File: config.mk
export PLATFORM = sky130hd
export DESIGN_NAME = cdce62002_spi_responder_flat
export DESIGN_NICKNAME = d
export VERILOG_FILES = /design/src/rtl/cdce62002_spi_responder_pkg.sv /design/src/rtl/cdce62002_spi_responder_if.sv /design/src/rtl/cdce62002_spi_responder_sync_edge.sv /design/src/rtl/cdce62002_spi_responder.sv /design/src/flat_wrapper.sv
export SDC_FILE = /design/constraint.sdc
export NUM_CORES = 1
export LEC_CHECK = 0
export CORE_MARGIN = 2
export CORE_UTILIZATION = 58
export DETAILED_ROUTE_END_ITERATION = 8
export MAX_ROUTING_LAYER = met4
export PLACE_DENSITY = 0.94
export SLEW_MARGIN = 20
export SYNTH_ARGS = -nofsm -noshare
export SYNTH_HDL_FRONTEND = slang
export SYNTH_SLANG_ARGS = --single-unit
File: constraint.sdc
create_clock -name clk -period 3.35 [get_ports clk]
set_input_delay 1.005 -clock clk [delete_from_list [all_inputs] [get_ports clk]]
set_output_delay 1.005 -clock clk [all_outputs]
set_load 0.01 [all_outputs]
File: src/rtl/cdce62002_spi_responder_pkg.sv
// rtl/cdce62002_spi_responder_pkg.sv - shared constants for the CDCE62002 SPI responder
package cdce62002_spi_pkg;

  localparam int FRAME_BITS = 32;

  localparam logic [3:0] ADDR_REG0   = 4'h0;
  localparam logic [3:0] ADDR_REG1   = 4'h1;
  localparam logic [3:0] ADDR_RELOAD = 4'hD;
  localparam logic [3:0] ADDR_READ   = 4'hE;
  localparam logic [3:0] ADDR_EEPROM = 4'hF;

  localparam logic [1:0] ST_IDLE      = 2'd0;
  localparam logic [1:0] ST_SHIFT_IN  = 2'd1;
  localparam logic [1:0] ST_SHIFT_OUT = 2'd2;

  function automatic logic [5:0] sat_inc(input logic [5:0] v);
    return (v == 6'h3F) ? v : v + 6'd1;
  endfunction

endpackage

File: src/rtl/cdce62002_spi_responder_if.sv
// rtl/cdce62002_spi_responder_if.sv - serial configuration port between PLL programmer and target
interface cdce62002_spi_responder_if;
  logic spi_clk;
  logic spi_le;
  logic spi_mosi;
  logic spi_miso;

  modport master (output spi_clk, output spi_le, output spi_mosi, input spi_miso);
  modport slave  (input spi_clk, input spi_le, input spi_mosi, output spi_miso);
endinterface

File: src/rtl/cdce62002_spi_responder_sync_edge.sv
// rtl/cdce62002_spi_responder_sync_edge.sv - 2-flop synchronizer with edge-detect flop
module sync_edge #(
  parameter logic RESET_VAL = 1'b0
) (
  input  logic clk,
  input  logic reset,
  input  logic din,
  output logic sync,
  output logic rise,
  output logic fall
);

  logic s1, s2, s3;

  always_ff @(posedge clk) begin
    if (reset) begin
      s1 <= RESET_VAL;
      s2 <= RESET_VAL;
      s3 <= RESET_VAL;
    end else begin
      s1 <= din;
      s2 <= s1;
      s3 <= s2;
    end
  end

  assign sync = s2;
  assign rise = s2 & ~s3;
  assign fall = ~s2 & s3;

endmodule

File: src/rtl/cdce62002_spi_responder.sv
// rtl/cdce62002_spi_responder.sv - CDCE62002 register-port target: LSB-first 32-bit frames,
// two RAM registers, EEPROM shadow and readback on MISO.
module cdce62002_spi_responder
  import cdce62002_spi_pkg::*;
#(
  parameter logic [31:0] RESET_REG0 = 32'h0000_0000,
  parameter logic [31:0] RESET_REG1 = 32'h0000_0001
) (
  input  logic                             clk,
  input  logic                             reset,
  cdce62002_spi_responder_if.slave         spi,
  output logic [31:0]                      reg0,
  output logic [31:0]                      reg1,
  output logic [31:0]                      eeprom0,
  output logic [31:0]                      eeprom1,
  output logic                             wr_strobe,
  output logic                             eeprom_strobe,
  output logic                             frame_error
);

  logic sclk_level, sclk_rise, sclk_fall;
  logic le_level, le_rise, le_fall;
  logic mosi, mosi_rise_unused, mosi_fall_unused;

  logic [1:0]  state;
  logic [5:0]  bitcnt;
  logic [31:0] shreg;
  logic [31:0] outreg;
  logic        read_pending;
  logic        read_sel;

  sync_edge #(.RESET_VAL(1'b0)) u_sync_clk (
    .clk(clk), .reset(reset), .din(spi.spi_clk),
    .sync(sclk_level), .rise(sclk_rise), .fall(sclk_fall)
  );

  sync_edge #(.RESET_VAL(1'b1)) u_sync_le (
    .clk(clk), .reset(reset), .din(spi.spi_le),
    .sync(le_level), .rise(le_rise), .fall(le_fall)
  );

  sync_edge #(.RESET_VAL(1'b0)) u_sync_mosi (
    .clk(clk), .reset(reset), .din(spi.spi_mosi),
    .sync(mosi), .rise(mosi_rise_unused), .fall(mosi_fall_unused)
  );

  logic unused_levels;
  assign unused_levels = sclk_level ^ le_level;

  always_ff @(posedge clk) begin
    if (reset) begin
      state         <= ST_IDLE;
      bitcnt        <= 6'd0;
      shreg         <= 32'd0;
      outreg        <= 32'd0;
      read_pending  <= 1'b0;
      read_sel      <= 1'b0;
      reg0          <= RESET_REG0;
      reg1          <= RESET_REG1;
      eeprom0       <= RESET_REG0;
      eeprom1       <= RESET_REG1;
      wr_strobe     <= 1'b0;
      eeprom_strobe <= 1'b0;
      frame_error   <= 1'b0;
    end else begin
      wr_strobe     <= 1'b0;
      eeprom_strobe <= 1'b0;
      frame_error   <= 1'b0;
      // le rise wins over a coincident spi_clk edge, which is dropped
      if (le_rise) begin
        state <= ST_IDLE;
        if (state == ST_SHIFT_IN) begin
          if (bitcnt == 6'(FRAME_BITS)) begin
            case (shreg[3:0])
              ADDR_REG0: begin
                reg0      <= shreg;
                wr_strobe <= 1'b1;
              end
              ADDR_REG1: begin
                reg1      <= shreg;
                wr_strobe <= 1'b1;
              end
              ADDR_READ: begin
                read_sel     <= shreg[4];
                read_pending <= 1'b1;
              end
              ADDR_EEPROM: begin
                eeprom0       <= reg0;
                eeprom1       <= reg1;
                eeprom_strobe <= 1'b1;
              end
              ADDR_RELOAD: begin
                reg0      <= eeprom0;
                reg1      <= eeprom1;
                wr_strobe <= 1'b1;
              end
              default: ;
            endcase
          end else begin
            frame_error <= 1'b1;
          end
        end else if (state == ST_SHIFT_OUT) begin
          read_pending <= 1'b0;
        end
      end else if (le_fall) begin
        bitcnt <= 6'd0;
        shreg  <= 32'd0;
        if (read_pending) begin
          state  <= ST_SHIFT_OUT;
          outreg <= read_sel ? reg1 : reg0;
        end else begin
          state <= ST_SHIFT_IN;
        end
      end else if (state == ST_SHIFT_IN && sclk_rise) begin
        shreg  <= {mosi, shreg[31:1]};
        bitcnt <= sat_inc(bitcnt);
      end else if (state == ST_SHIFT_OUT && sclk_fall) begin
        outreg <= {1'b0, outreg[31:1]};
      end
    end
  end

  assign spi.spi_miso = (state == ST_SHIFT_OUT) & outreg[0];

endmodule

File: src/flat_wrapper.sv
// flat-port wrapper written by rule: the top's interface ports become plain ports
module cdce62002_spi_responder_flat import cdce62002_spi_pkg::*;
#(
  parameter logic [31:0] RESET_REG0 = 32'h0000_0000,
  parameter logic [31:0] RESET_REG1 = 32'h0000_0001
)
  (clk, reset, reg0, reg1, eeprom0, eeprom1, wr_strobe, eeprom_strobe, frame_error, spi_spi_clk, spi_spi_le, spi_spi_mosi, spi_spi_miso);
  cdce62002_spi_responder_if spi_i ();
  input  logic clk;
  input  logic reset;
  output logic [31:0] reg0;
  output logic [31:0] reg1;
  output logic [31:0] eeprom0;
  output logic [31:0] eeprom1;
  output logic wr_strobe;
  output logic eeprom_strobe;
  output logic frame_error;
  input wire logic [$bits(spi_i.spi_clk)-1:0] spi_spi_clk;
  input wire logic [$bits(spi_i.spi_le)-1:0] spi_spi_le;
  input wire logic [$bits(spi_i.spi_mosi)-1:0] spi_spi_mosi;
  output wire logic [$bits(spi_i.spi_miso)-1:0] spi_spi_miso;
  assign spi_i.spi_clk = spi_spi_clk;
  assign spi_i.spi_le = spi_spi_le;
  assign spi_i.spi_mosi = spi_spi_mosi;
  assign spi_spi_miso = spi_i.spi_miso;
  cdce62002_spi_responder #(.RESET_REG0(RESET_REG0), .RESET_REG1(RESET_REG1)) u_core (.clk(clk), .reset(reset), .spi(spi_i), .reg0(reg0), .reg1(reg1), .eeprom0(eeprom0), .eeprom1(eeprom1), .wr_strobe(wr_strobe), .eeprom_strobe(eeprom_strobe), .frame_error(frame_error));
endmodule
==> impl_metrics.env <==
export IMPL_place_gp_congestion=0.840
export IMPL_wl_per_cell_um=19.0
export IMPL_ys_ff_latch=213
export IMPL_arrival_ns=1.68
export IMPL_synth_top_area_frac=0.465
export IMPL_slew_viol_final=0
export IMPL_root_buffer="clkbuf_16"
export IMPL_slew_headroom=0.263
export IMPL_synth_main_ff_cell="dfxtp_1"
export IMPL_rows=45
export IMPL_grt_max_degree=173
export IMPL_finalClockSkew_ns=0.0183
export IMPL_post_route_min_period_ns=2.68
export IMPL_multi_input_area_mm2=0.00455
export IMPL_io_pins=137
export IMPL_post_cts_resized=0
export IMPL_fillers=1047
export IMPL_core_area_mm2=0.0153
export IMPL_clock_sinks=213
export IMPL_layout_commonest_cell="dfxtp_1"
export IMPL_numCtsBuffers=21
export IMPL_worst_pin_slew_ns=1.10
export IMPL_grt_pass1_vias=7545
export IMPL_ys_seq_area_frac=0.465
export IMPL_hold_violations=0
export IMPL_hold_buffers=0
export IMPL_portBuffers=136
export IMPL_track_usage=0.282
export IMPL_fin_setup_tns_ns=0
export IMPL_crit_fanout=7
export IMPL_nNetsFinal=1023
export IMPL_synth_edf_count=0
export IMPL_maxCapViolCount=0
export IMPL_seqCellArea_mm2=0.00427
export IMPL_synthTopCellsByArea="dfxtp_1, mux2i_1, a211oi_1"
export IMPL_avgSynthCellArea_um2=9.82
export IMPL_outcome="finished, final reports clean"
export IMPL_gr_total_overflow=0
export IMPL_fin_util=0.731
export IMPL_finalCritPeriodShare=0.801
export IMPL_yosys_area_top_type="dfxtp_1"
export IMPL_htreeDepth=1
export IMPL_worst_ep_required_time_ns=2.34
export IMPL_viasPerCell=6.17
export IMPL_fmax_ghz=0.373
export IMPL_drtPass1Iterations=5
export IMPL_finalSetupViolations=0
export IMPL_via_count=7643
export IMPL_dp_hpwl_um=14300
export IMPL_endpoint_kind="primary output"
export IMPL_cts_setup_buffers=0
export IMPL_p_leak_nw=4.24
export IMPL_syn_inst=934
export IMPL_synthArstFlopShare=0
export IMPL_synth_distinct_cells=50
export IMPL_critical_path_class="flip-flop to primary output"
export IMPL_die_width_um=130
export IMPL_drcViolationCount=0
export IMPL_fp_dieH_um=130
export IMPL_path_clk_slew_ns=0.07
export IMPL_ant_nets=0
export IMPL_cellPowerDensity_mw_per_mm2=425
export IMPL_cts_tree="built"
export IMPL_clk_insertion_delay_late_ns=0.50
export IMPL_synth_fp_nets=941
export IMPL_min_path_type="flip-flop to flip-flop"
export IMPL_ir_worst_vdd_v=0.000343
export IMPL_clk_path_buf_depth=3
export IMPL_rsz0062_at_grt="no"
export IMPL_antenna_found_initial=0
export IMPL_drt_iter0_drc=720
export IMPL_design_die_area_mm2=0.0168
export IMPL_most_common_layout_cells="dfxtp_1, mux2i_1, clkdlybuf4s50_1, nor2_1, nand2_1"
export IMPL_synth_warnings=0
export IMPL_totalWireLength_um=23500
export IMPL_start_util=0.599
export IMPL_area_delta_synth_final_pct=22.0
export IMPL_synth_area_mm2=0.00918
export IMPL_grt_first_pass_wirelength_um=37800
export IMPL_drive_gt1_frac=0.0886
export IMPL_diodes=0
export IMPL_startpoint_type="flip-flop"
-- routing by layer --
metal	vias to the layer above	global-route usage	part of all wire
met4	0	0.0816	0.018
met5	-	-	0
met3	42	0.0361	0.060
met1	3704	0.351	0.42
met2	317	0.484	0.50
li1	3580	-	-
-- power by group --
| group | internal, W | total (W) | switching (W) |
|---|---|---|---|
| clock network | 0.00117 | 0.00211 | 0.000932 |
| logic | 0.0000238 | 0.000101 | 0.0000771 |
| registers | 0.00254 | 0.00254 | 0.00000607 |
| total | 0.00374 | 0.00475 | 0.00102 |
-- synthesized netlist by cell type (6+ instances only) --
library cell	count
dfxtp_1	213
mux2i_1	157
nor2_1	108
clkbuf_1	71
nand2_1	70
a211oi_1	63
a21oi_1	40
nor4_1	33
a41o_1	32
mux2_2	31
a31o_1	28
buf_1	9
buf_2	8
nor2b_1	6
-- stage by stage --
| step | setup slack (ns) | hold slack [ns] | cells | area (µm²) | total power [W] |
|---|---|---|---|---|---|
| global placement | 0.829 | 0.432 | 1204 | 10600 | 0.00270 |
| detailed placement | 0.755 | 0.417 | 1204 | 10600 | 0.00270 |
| floorplan | 1.10 | 0.389 | 934 | 9180 | 0.00267 |
| finish | 0.666 | 0.438 | 1238 | 11200 | 0.00475 |
| global route | 0.601 | 0.444 | 1238 | 11200 | 0.00489 |
| CTS | 0.675 | 0.434 | 1238 | 11200 | 0.00476 |
-- logic make-up (layout without fill, tap and decap cells) --
logic type | Yosys count | count (layout) | synth area share
simple gates | 252 | 252 | 0.126
flops | 213 | 213 | 0.465
mux | 188 | 188 | 0.209
compound gates | 181 | 181 | 0.150
buf+inv | 96 | 189 | 0.0445
fa+ha+maj | 2 | 2 | 0.00273
xor+xnor | 2 | 2 | 0.00191
-- final timing paths --
check	startpoint	end	slack [ns]	cells past startpoint
max	u_core.state[0]	spi_spi_miso	0.67	2
min	u_core.u_sync_le.s1	u_core.u_sync_le.sync	0.44	1
max reg2reg	u_core.bitcnt[5]	u_core.reg0[11]	0.71	5
min reg2reg	u_core.u_sync_le.s1	u_core.u_sync_le.sync	0.44	1
-- critical path, stage by stage (launching register included) --
cell and delay (ns):
dfxtp_1 0.36, and3b_1 0.27, clkdlybuf4s50_1 0.55
-- final cells by class --
type / instances / area share
clock buffers: 29 / 0.0505
clock inverters: 5 / 0.00257
inverters: 3 / 0.00101
multi-input cells: 625 / 0.407
flip-flops and latches: 213 / 0.381
well taps: 211 / 0.0236
repair buffers: 152 / 0.134
-- sequential cells by signal, summed over array words and instances (netlist names), 2 cells and up --
name,count
u_core.eeprom1,32
u_core.reg1,32
u_core.bitcnt,6
u_core.reg0,32
u_core.shreg,32
u_core.state,2
u_core.outreg,32
u_core.eeprom0,32
Power figures use the tool's default switching activity.
